<file path="config.mk">
export PLATFORM = sky130hd
export DESIGN_NAME = instr_fetch_unit_flat
export DESIGN_NICKNAME = d
export VERILOG_FILES = /design/src/rtl/instr_fetch_unit_if.sv /design/src/rtl/instr_fetch_unit.sv /design/src/flat_wrapper.sv
export SDC_FILE = /design/constraint.sdc
export NUM_CORES = 1
export LEC_CHECK = 0
export CAP_MARGIN = 40
export CORE_UTILIZATION = 50
export CTS_BUF_LIST = sky130_fd_sc_hd__clkbuf_4 sky130_fd_sc_hd__clkbuf_8
export CTS_CLUSTER_DIAMETER = 80
export DETAILED_ROUTE_END_ITERATION = 16
export PLACE_DENSITY = 0.81
export SLEW_MARGIN = 20
export SYNTH_ARGS = -nofsm -noshare
export SYNTH_HDL_FRONTEND = slang
export SYNTH_SLANG_ARGS = --single-unit
</file>
<file path="constraint.sdc">
create_clock -name clk -period 2.8 [get_ports clk]
set_input_delay 0.56 -clock clk [delete_from_list [all_inputs] [get_ports clk]]
set_output_delay 0.56 -clock clk [all_outputs]
set_load 0.01 [all_outputs]
</file>
<file path="src/rtl/instr_fetch_unit_if.sv">
// Fetch-side signal bundle: core redirect, instruction-memory request/response
// and the instruction stream handed to the core.
interface instr_fetch_unit_if;
  logic        redirect_valid;
  logic [31:0] redirect_pc;
  logic        imem_req_valid;
  logic        imem_req_ready;
  logic [31:0] imem_req_addr;
  logic        imem_rsp_valid;
  logic [31:0] imem_rsp_data;
  logic        instr_valid;
  logic        instr_ready;
  logic [31:0] instr_code;
  logic [31:0] instr_pc;

  modport master (
    input  redirect_valid, redirect_pc,
    output imem_req_valid, imem_req_addr,
    input  imem_req_ready,
    input  imem_rsp_valid, imem_rsp_data,
    output instr_valid, instr_code, instr_pc,
    input  instr_ready
  );

  modport slave (
    output redirect_valid, redirect_pc,
    input  imem_req_valid, imem_req_addr,
    output imem_req_ready,
    output imem_rsp_valid, imem_rsp_data,
    input  instr_valid, instr_code, instr_pc,
    output instr_ready
  );
endinterface

</file>
<file path="src/rtl/instr_fetch_unit.sv">
// Credit-based instruction fetch: at most two fetches in flight or buffered,
// in-order 2-entry instruction buffer, and stale-response dropping after redirects.
module instr_fetch_unit #(
  parameter logic [31:0] RESET_PC = 32'h0000_0000
) (
  input  logic                      clk,
  input  logic                      reset,
  instr_fetch_unit_if.master        bus
);

  localparam logic [31:0] NOP = 32'h0000_0013;

  typedef enum logic {FETCH = 1'b0, DRAIN = 1'b1} state_e;

  state_e      state_q, state_d;
  logic [31:0] fetch_pc_q, fetch_pc_d;
  logic [31:0] rsp_pc_q, rsp_pc_d;
  logic [1:0]  out_cnt_q, out_cnt_d;
  logic [1:0]  drop_cnt_q, drop_cnt_d;
  logic        head_vld_q, head_vld_d;
  logic [31:0] head_pc_q, head_pc_d;
  logic [31:0] head_code_q, head_code_d;
  logic        tail_vld_q, tail_vld_d;
  logic [31:0] tail_pc_q, tail_pc_d;
  logic [31:0] tail_code_q, tail_code_d;

  logic [2:0]  credit_used_s;
  logic        redirect_s;
  logic        req_valid_s;
  logic        req_fire_s;
  logic        rsp_fire_s;
  logic        push_s;
  logic        pop_s;
  logic [31:0] redirect_target_s;
  logic        unused_pc_bits_s;

  assign unused_pc_bits_s = ^bus.redirect_pc[1:0];

  assign bus.imem_req_valid = req_valid_s;
  assign bus.imem_req_addr  = fetch_pc_q;
  assign bus.instr_valid    = head_vld_q;
  assign bus.instr_code     = head_code_q;
  assign bus.instr_pc       = head_pc_q;

  // Handshake qualification; requests are held off while reset is still asserted.
  always_comb begin
    credit_used_s     = {1'b0, out_cnt_q} + {2'b00, head_vld_q} + {2'b00, tail_vld_q};
    redirect_s        = bus.redirect_valid;
    redirect_target_s = {bus.redirect_pc[31:2], 2'b00};
    req_valid_s       = reset & ~redirect_s & (credit_used_s < 3'd2);
    req_fire_s        = req_valid_s & bus.imem_req_ready;
    rsp_fire_s        = bus.imem_rsp_valid & (out_cnt_q != 2'd0);
    push_s            = rsp_fire_s & (state_q == FETCH) & ~redirect_s;
    pop_s             = head_vld_q & bus.instr_ready & ~redirect_s;
  end

  // Counters and PCs; rsp_pc tracks the address of the next response that will be kept.
  always_comb begin
    fetch_pc_d = fetch_pc_q;
    rsp_pc_d   = rsp_pc_q;
    drop_cnt_d = drop_cnt_q;
    out_cnt_d  = out_cnt_q + {1'b0, req_fire_s} - {1'b0, rsp_fire_s};
    if (redirect_s) begin
      fetch_pc_d = redirect_target_s;
      rsp_pc_d   = redirect_target_s;
      drop_cnt_d = out_cnt_d;
    end else begin
      if (req_fire_s) begin
        fetch_pc_d = fetch_pc_q + 32'd4;
      end else begin
        fetch_pc_d = fetch_pc_q;
      end
      if (rsp_fire_s && (state_q == DRAIN)) begin
        drop_cnt_d = drop_cnt_q - 2'd1;
      end else begin
        drop_cnt_d = drop_cnt_q;
      end
      if (push_s) begin
        rsp_pc_d = rsp_pc_q + 32'd4;
      end else begin
        rsp_pc_d = rsp_pc_q;
      end
    end
  end

  // Instruction buffer: head slot drives the core outputs directly, shows NOP/0 when empty.
  always_comb begin
    head_vld_d  = head_vld_q;
    head_pc_d   = head_pc_q;
    head_code_d = head_code_q;
    tail_vld_d  = tail_vld_q;
    tail_pc_d   = tail_pc_q;
    tail_code_d = tail_code_q;
    if (redirect_s) begin
      head_vld_d  = 1'b0;
      tail_vld_d  = 1'b0;
      head_pc_d   = 32'h0000_0000;
      head_code_d = NOP;
    end else begin
      case ({push_s, pop_s})
        2'b10: begin
          if (head_vld_q) begin
            tail_vld_d  = 1'b1;
            tail_pc_d   = rsp_pc_q;
            tail_code_d = bus.imem_rsp_data;
          end else begin
            head_vld_d  = 1'b1;
            head_pc_d   = rsp_pc_q;
            head_code_d = bus.imem_rsp_data;
          end
        end
        2'b01: begin
          if (tail_vld_q) begin
            head_pc_d   = tail_pc_q;
            head_code_d = tail_code_q;
            tail_vld_d  = 1'b0;
          end else begin
            head_vld_d  = 1'b0;
            head_pc_d   = 32'h0000_0000;
            head_code_d = NOP;
          end
        end
        2'b11: begin
          if (tail_vld_q) begin
            head_pc_d   = tail_pc_q;
            head_code_d = tail_code_q;
            tail_pc_d   = rsp_pc_q;
            tail_code_d = bus.imem_rsp_data;
          end else begin
            head_pc_d   = rsp_pc_q;
            head_code_d = bus.imem_rsp_data;
          end
        end
        default: begin
          head_vld_d = head_vld_q;
        end
      endcase
    end
  end

  // FSM next state: DRAIN while stale responses remain to be discarded.
  always_comb begin
    state_d = state_q;
    case (state_q)
      FETCH:   state_d = (drop_cnt_d != 2'd0) ? DRAIN : FETCH;
      DRAIN:   state_d = (drop_cnt_d != 2'd0) ? DRAIN : FETCH;
      default: state_d = FETCH;
    endcase
  end

  // FSM state register.
  always_ff @(posedge clk) begin
    if (!reset) begin
      state_q <= FETCH;
    end else begin
      state_q <= state_d;
    end
  end

  // Datapath registers.
  always_ff @(posedge clk) begin
    if (!reset) begin
      fetch_pc_q  <= RESET_PC;
      rsp_pc_q    <= RESET_PC;
      out_cnt_q   <= 2'd0;
      drop_cnt_q  <= 2'd0;
      head_vld_q  <= 1'b0;
      head_pc_q   <= 32'h0000_0000;
      head_code_q <= NOP;
      tail_vld_q  <= 1'b0;
      tail_pc_q   <= 32'h0000_0000;
      tail_code_q <= NOP;
    end else begin
      fetch_pc_q  <= fetch_pc_d;
      rsp_pc_q    <= rsp_pc_d;
      out_cnt_q   <= out_cnt_d;
      drop_cnt_q  <= drop_cnt_d;
      head_vld_q  <= head_vld_d;
      head_pc_q   <= head_pc_d;
      head_code_q <= head_code_d;
      tail_vld_q  <= tail_vld_d;
      tail_pc_q   <= tail_pc_d;
      tail_code_q <= tail_code_d;
    end
  end

endmodule

</file>
<file path="src/flat_wrapper.sv">
// flat-port wrapper written by rule: the top's interface ports become plain ports
module instr_fetch_unit_flat 
#(
  parameter logic [31:0] RESET_PC = 32'h0000_0000
)
  (clk, reset, bus_redirect_valid, bus_redirect_pc, bus_imem_req_valid, bus_imem_req_addr, bus_imem_req_ready, bus_imem_rsp_valid, bus_imem_rsp_data, bus_instr_valid, bus_instr_code, bus_instr_pc, bus_instr_ready);
  instr_fetch_unit_if bus_i ();
  input  logic clk;
  input  logic reset;
  input wire logic [$bits(bus_i.redirect_valid)-1:0] bus_redirect_valid;
  input wire logic [$bits(bus_i.redirect_pc)-1:0] bus_redirect_pc;
  output wire logic [$bits(bus_i.imem_req_valid)-1:0] bus_imem_req_valid;
  output wire logic [$bits(bus_i.imem_req_addr)-1:0] bus_imem_req_addr;
  input wire logic [$bits(bus_i.imem_req_ready)-1:0] bus_imem_req_ready;
  input wire logic [$bits(bus_i.imem_rsp_valid)-1:0] bus_imem_rsp_valid;
  input wire logic [$bits(bus_i.imem_rsp_data)-1:0] bus_imem_rsp_data;
  output wire logic [$bits(bus_i.instr_valid)-1:0] bus_instr_valid;
  output wire logic [$bits(bus_i.instr_code)-1:0] bus_instr_code;
  output wire logic [$bits(bus_i.instr_pc)-1:0] bus_instr_pc;
  input wire logic [$bits(bus_i.instr_ready)-1:0] bus_instr_ready;
  assign bus_i.redirect_valid = bus_redirect_valid;
  assign bus_i.redirect_pc = bus_redirect_pc;
  assign bus_imem_req_valid = bus_i.imem_req_valid;
  assign bus_imem_req_addr = bus_i.imem_req_addr;
  assign bus_i.imem_req_ready = bus_imem_req_ready;
  assign bus_i.imem_rsp_valid = bus_imem_rsp_valid;
  assign bus_i.imem_rsp_data = bus_imem_rsp_data;
  assign bus_instr_valid = bus_i.instr_valid;
  assign bus_instr_code = bus_i.instr_code;
  assign bus_instr_pc = bus_i.instr_pc;
  assign bus_i.instr_ready = bus_instr_ready;
  instr_fetch_unit #(.RESET_PC(RESET_PC)) u_core (.clk(clk), .reset(reset), .bus(bus_i));
endmodule
</file>
==> results.cfg, run 1 <==
[outcome]
status = completed

[pwr]
clkPwrFrac_pct = 32.5
switching_share_pct = 28.6
leakage_nw = 3.68
total_power_w = 0.00573
pwr-share-seq_pct = 52.0
ir_drop_v = 0.000342
p_sw_w = 0.00164
p_comb_share_pct = 15.4
power_density_nw_per_um2 = 543
internal-power_w = 0.00409

[critical_path]
cp_num_cells = 4
worstPathMaxFanout = 6
crit_path_start_kind = register
critPathBufInv = 1
required_ps = 2240
worst_setup_path_end_kind = primary output
crit_path_max_incr_delay_ps = 530
worstPathArrival_ps = 2140
crit_family = buffers and inverters
crit_type = reg -> out
worstRegToRegCells = 10
slowest_stage = clkdlybuf4s50_1
crit_chain = ha_1, a211oi_2, and2_4, clkdlybuf4s50_1

[timing]
worst_pin_slew_ps = 568
post-route-period-util_pct = 96.3
slew_headroom_pct = 61.9
setup_violations = 0
hold_violations = 0
drv_slew = 0
fmax_mhz = 371
rsz0062_at_grt = false
clock-skew-final_ps = 13.3
period_minus_slack_ps = 2700
holdWs_ps = 459
setup_tns_ps = 0

[die]
start_util_pct = 51.7
die-area_um2 = 17100
rows = 46
die_width_um = 131
dieHeight_um = 131
coreArea_um2 = 16000
ios = 168

[synth]
syn_avg_cell_area_um2 = 8.10
ys_types = 58
synth_xor_area_share_pct = 3.39
synth_edf_count = 0
synthMuxAreaShare_pct = 0.923
yosysWarnings = 0
synthFlopType = dfxtp_1
synth_fa_ha_area_share_pct = 0.757
synth_seq_area_share_pct = 46.2
syn_area_um2 = 8270
synth_top_family_by_area = compound AO/OA/AOI/OAI gates
synthArstFlopShare_pct = 0
synth-seq-cells = 191
synth-simple-area-share_pct = 20.7
synth-compound-area-share_pct = 23.0
synthCells = 1021

[layout]
fill_cells = 1331
final_common_cell = dfxtp_1
drive_above_1_share_pct = 8.40
antenna_cells = 0
layout_common_cells = dfxtp_1, nand2_1, clkdlybuf4s50_1, a21oi_1, o21ai_0
area_growth_pct = 27.7
nets = 1229

[route]
ant_nets = 0
dr.first_iter.drc_count = 788
avgRoutedWirePerCell_um = 16.4
vias = 8042
drc_errors = 0
drt-total-wl_mm = 22.7
drt_first_pass_iters = 5
via_per_inst = 5.81

[clock_tree]
cts.path.max_buffers = 2
clkTransAtPathRegs_ps = 90
clock_sinks = 191
cts_made_buffers = 17
clkLatencyLatePin_ps = 470
htreeDepth = 4
hold_buffers = 0
cts_tree = yes
root_buffer = clkbuf_8

[grt]
grt_pass1_wl_mm = 36.2
grt_start_max_net_pins = 61
antenna_found_initial = 0
grtUsageTotal_pct = 26.9
grt_pass1_vias = 7191
overflow = 0

[hold_path]
holdPathStages = 2
hold_path.class = reg -> reg

[run]
max_cap_violations = 0

[placed_design]
place.port_buffers = 161
routabilityCongestion = 0.898
place_hpwl_mm = 15.2
[worst reg2reg max path, stage by stage, from the launching register on]
cell	delay, ps
dfxtp_2	360
ha_1	310
a211oi_2	290
nand3_1	140
inv_1	100
ha_1	160
xor2_1	170
xnor2_1	130
nor2_1	60
a2bb2oi_1	150
or2_2	270
[what timing repair did]
item,CTS,global route
endpoints found under the setup margin,1,1
setup buffers,0,0
resized for setup,2,2
cloned,0,0
[synth_stat cells (all sizes together) (11+ instances only)]
| master | count | area, um^2 |
|---|---|---|
| a31oi | 11 | 68.8 |
| a221oi | 61 | 534 |
| nor3 | 16 | 90.1 |
| nand4 | 16 | 106 |
| nor2 | 89 | 334 |
| nand2 | 181 | 679 |
| dfxtp | 191 | 3820 |
| xnor2 | 28 | 245 |
| o21ai | 97 | 489 |
| nand3 | 31 | 155 |
| a21oi | 105 | 526 |
| inv | 14 | 52.6 |
| clkbuf | 63 | 236 |
| buf | 20 | 120 |
[metrics by stage]
stage / area [um^2] / cells / worst slack (ps) / util [%]
2_1_floorplan: 8280 / 1024 / 237 / -
3_3_place_gp: 10100 / 1350 / 102 / 63.2
3_5_place_dp: 10100 / 1351 / 150 / 63.4
4_1_cts: 10600 / 1383 / 53.9 / 66.0
5_1_grt: 10600 / 1383 / 12.4 / 66.0
6_report: 10600 / 1383 / 104 / 66.0
[layout make-up]
| cell class | count | area, um^2 | share of cell area, % |
|---|---|---|---|
| clock inverter | 15 | 170 | 1.61 |
| inverter | 15 | 56.3 | 0.533 |
| multi-input combinational | 735 | 4070 | 38.6 |
| timing repair buffer | 194 | 1930 | 18.3 |
| tap | 216 | 270 | 2.56 |
| clock buffer | 17 | 234 | 2.22 |
| sequential | 191 | 3830 | 36.2 |
[kinds of logic (layout without fill, tap and decap cells)]
| family | Yosys count | count (layout) |
|---|---|---|
| xor gates and xnor gates | 32 | 32 |
| muxes | 7 | 7 |
| buffers and inverters | 98 | 241 |
| AOI/OAI and AO/OA | 309 | 309 |
| DFF | 191 | 191 |
| adders and majority gates | 5 | 5 |
| and+or+nand+nor | 378 | 378 |
| other | 1 | 4 |
[flip-flops by register name, indices dropped and copies added, names as in the netlist]
name / count
u_core.state_q: 1
u_core.tail_vld_q: 1
u_core.out_cnt_q: 2
u_core.tail_code_q: 32
u_core.bus.instr_valid: 1
u_core.bus.imem_req_addr: 30
u_core.bus.instr_code: 32
u_core.rsp_pc_q: 30
u_core.drop_cnt_q: 2
u_core.tail_pc_q: 30
u_core.bus.instr_pc: 30
[layer usage]
| metal | share of wire [%] | track usage [%] | wire (um) | vias to the layer above |
|---|---|---|---|---|
| met5 | 0 | 0 | 0 | - |
| met4 | 0.97 | 7.23 | 220 | 0 |
| met3 | 8.5 | 5.29 | 1940 | 22 |
| met2 | 46 | 42.6 | 10400 | 373 |
| met1 | 45 | 37.3 | 10100 | 3754 |
| li1 | - | - | - | 3893 |
[power by group through the flow]
stage / sequential (W) / combinational [W] / clock [W]
2_1_floorplan: 0.00303 / 0.000435 / 0
3_3_place_gp: 0.00303 / 0.000843 / 0
3_5_place_dp: 0.00304 / 0.000871 / 0
4_1_cts: 0.00298 / 0.000880 / 0.00189
5_1_grt: 0.00300 / 0.000967 / 0.00200
6_report: 0.00298 / 0.000885 / 0.00186
[final timing paths]
check                      startpoint                  end  slack, ps
hold reg to reg   u_core.tail_pc_q[2]  u_core.tail_pc_q[2]        460
setup reg to reg    u_core.tail_vld_q       u_core.state_q        550
setup / recovery    u_core.tail_vld_q   bus_imem_req_valid        100
hold / removal    u_core.tail_pc_q[2]  u_core.tail_pc_q[2]        460
Note: power is estimated with default switching activity, not from simulation.
==> run 2: changes to the inputs <==
--- a/config.mk
+++ b/config.mk
@@ -5,12 +5,13 @@
 export SDC_FILE = /design/constraint.sdc
 export NUM_CORES = 1
 export LEC_CHECK = 0
+export ABC_AREA = 1
 export CAP_MARGIN = 40
 export CORE_UTILIZATION = 50
 export CTS_BUF_LIST = sky130_fd_sc_hd__clkbuf_4 sky130_fd_sc_hd__clkbuf_8
 export CTS_CLUSTER_DIAMETER = 80
 export DETAILED_ROUTE_END_ITERATION = 16
-export PLACE_DENSITY = 0.81
+export PLACE_DENSITY = 0.79
 export SLEW_MARGIN = 20
 export SYNTH_ARGS = -nofsm -noshare
 export SYNTH_HDL_FRONTEND = slang
==> run 2 against run 1 <==
Net effect:
- first-iteration DRC count down 6.6%
- register-to-register slack better by 100 ps
- sequential share of layout area is 3.3 points lower
- sequential power about the same
- non-clock buffer count down 15
- synthesized cell count increased by 40%
- clock skew grew 4.1 ps
- via count grew 19%
- combinational power is 30% higher
- die area rose by 14%
- count of clock-buffer cells in the layout up 1
- synthesized area increased by 14%
- critical endpoint unchanged
==> results.cfg, run 2 <==
[timing]
setup_violations = 0
worst_slack_ps = 179
hold_violations = 0
slew_headroom_pct = 54.2
period_minus_slack_ps = 2620
holdWs_ps = 429
fmax_mhz = 382
post-route-period-util_pct = 93.6
rsz0062_at_grt = false
worst_pin_slew_ps = 684
setup_tns_ps = 0
clock-skew-final_ps = 17.3
drv_slew = 0

[grt]
met1_usage_pct = 35.6
overflow = 0
grt.met2_usage_pct = 45.4
grt_pass1_wl_mm = 42.8
grt_pass1_vias = 8497
met3_usage_pct = 4.06
grt_start_max_net_pins = 64
antenna_found_initial = 0
grtUsageTotal_pct = 27.2
top_usage_layer = met2

[critical_path]
worstPathArrival_ps = 2060
reg2reg_to = u_core.rsp_pc_q[16]
worstRegToRegCells = 9
worstPathMaxFanout = 5
regToRegStartpoint = u_core.rsp_pc_q[3]
crit_path_start_kind = input port
crit_type = in -> out
required_ps = 2240
rrSetupSlack_ps = 650
worst_setup_path_end_kind = primary output

[die]
die_width_um = 140
ios = 168
dieHeight_um = 140
die-area_um2 = 19500
start_util_pct = 51.8
coreArea_um2 = 18300
rows = 49

[synth]
synth_edf_count = 0
syn_area_um2 = 9460
synth_top_area_cell = dfxtp_1
synthTopCellsByArea = dfxtp_1, nand2_1, o21ai_0
synth_top_family_by_area = simple AND/OR/NAND/NOR gates
syn_avg_cell_area_um2 = 6.64
synth-seq-cells = 191
synth_xor_area_share_pct = 1.76
synthCells = 1425
ys_types = 36
yosysWarnings = 0
synthFlopType = dfxtp_1
synth_fa_ha_area_share_pct = 0.661
synth_seq_area_share_pct = 40.4
synth-simple-area-share_pct = 27.1
synth-compound-area-share_pct = 20.5
synthMuxAreaShare_pct = 0
synthTopCellsByCount = nand2_1, nor2_1, dfxtp_1, o21ai_0, a21oi_1
yosysMostFrequentCell = nand2_1
synthArstFlopShare_pct = 0
synth_top_area_share_pct = 40.4

[hold_path]
whs_endpoint = u_core.tail_vld_q
min_from = reset
hold_path.class = in -> reg
holdPathStages = 3

[run]
max_cap_violations = 0

[placed_design]
placed_area_um2 = 11200
place.port_buffers = 161
dp_cells = 1760
place_hpwl_mm = 18.9
routabilityCongestion = 0.957
place_ws_ps = 163

[layout]
final_cells = 1792
design_area_um2 = 11600
fill_cells = 1683
area_growth_pct = 22.7
antenna_cells = 0
layout_common_cells = nand2_1, nor2_1, dfxtp_1, o21ai_0, clkdlybuf4s50_1
nets = 1625
drive_above_1_share_pct = 4.61
final_common_cell = nand2_1

[clock_tree]
htreeDepth = 4
root_buffer = clkbuf_8
clkLatencyLatePin_ps = 480
clkTransAtPathRegs_ps = 110
hold_buffers = 0
cts_tree = yes
cts_made_buffers = 17
clock_sinks = 191
cts_resized = 0
post-cts-setup-buffer-count = 0
cts.path.max_buffers = 2

[route]
dr.first_iter.drc_count = 736
vias = 9577
ant_nets = 0
drc_errors = 0
drt_first_pass_iters = 6
via_per_inst = 5.34
avgRoutedWirePerCell_um = 15.0
drt-total-wl_mm = 26.8

[pwr]
ir_drop_v = 0.000338
power_density_nw_per_um2 = 511
leakage_nw = 4.62

[outcome]
status = completed
[run 2: cell type report]
class                      instances  area (um^2)  share of cell area, %
clock inverter                    14          134                   1.15
multi-input combinational       1022         4750                   40.9
inverter                         139          527                   4.54
tap                              229          287                   2.47
sequential                       191         3820                   32.9
clock buffer                      18          248                   2.13
timing repair buffer             179         1840                   15.9
[run 2: where the power goes]
group	switching, W	internal [W]	leakage [nW]	total, W
registers	0.000128	0.00285	1.55	0.00298
logic	0.000644	0.000503	2.88	0.00115
clock network	0.00111	0.000689	0.192	0.00180
total	0.00188	0.00405	4.62	0.00593
[run 2: worst max path at each step]
stage / endpoint / startpoint / slack [ps] / cells after the start
2_1_floorplan: u_core.state_q / bus_redirect_valid / 720 / 12
3_3_place_gp: u_core.bus.instr_pc[13] / bus_redirect_valid / 180 / 8
3_5_place_dp: u_core.bus.instr_pc[13] / bus_redirect_valid / 160 / 8
4_1_cts: bus_imem_req_valid / bus_redirect_valid / 190 / 5
5_1_grt: bus_imem_req_valid / bus_redirect_valid / 130 / 5
6_report: bus_imem_req_valid / bus_redirect_valid / 180 / 5
[run 2: worst max-delay path, stage by stage]
cell and delay (ps):
clkdlybuf4s50_1 560, clkinv_4 140, nand2_2 90, nor2_2 140, clkdlybuf4s50_1 560
[run 2: logic make-up after synthesis]
family          count (synthesis)
other cells                     1
compound gates                363
buf+inv                       215
xor+xnor                       19
simple gates                  631
fa+ha+maj                       5
flops                         191
[run 2: layer usage]
layer | vias up | routed length, um
met3 | 43 | 1550
met1 | 4372 | 11800
met4 | 0 | 696
li1 | 4838 | -
met2 | 324 | 12700
met5 | - | 0
[run 2: metrics by stage]
step | total power, W | utilization (%)
6_report | 0.00593 | 63.5
5_1_grt | 0.00621 | 63.5
4_1_cts | 0.00596 | 63.5
3_5_place_dp | 0.00418 | 61.5
3_3_place_gp | 0.00415 | 61.5
2_1_floorplan | 0.00372 | -
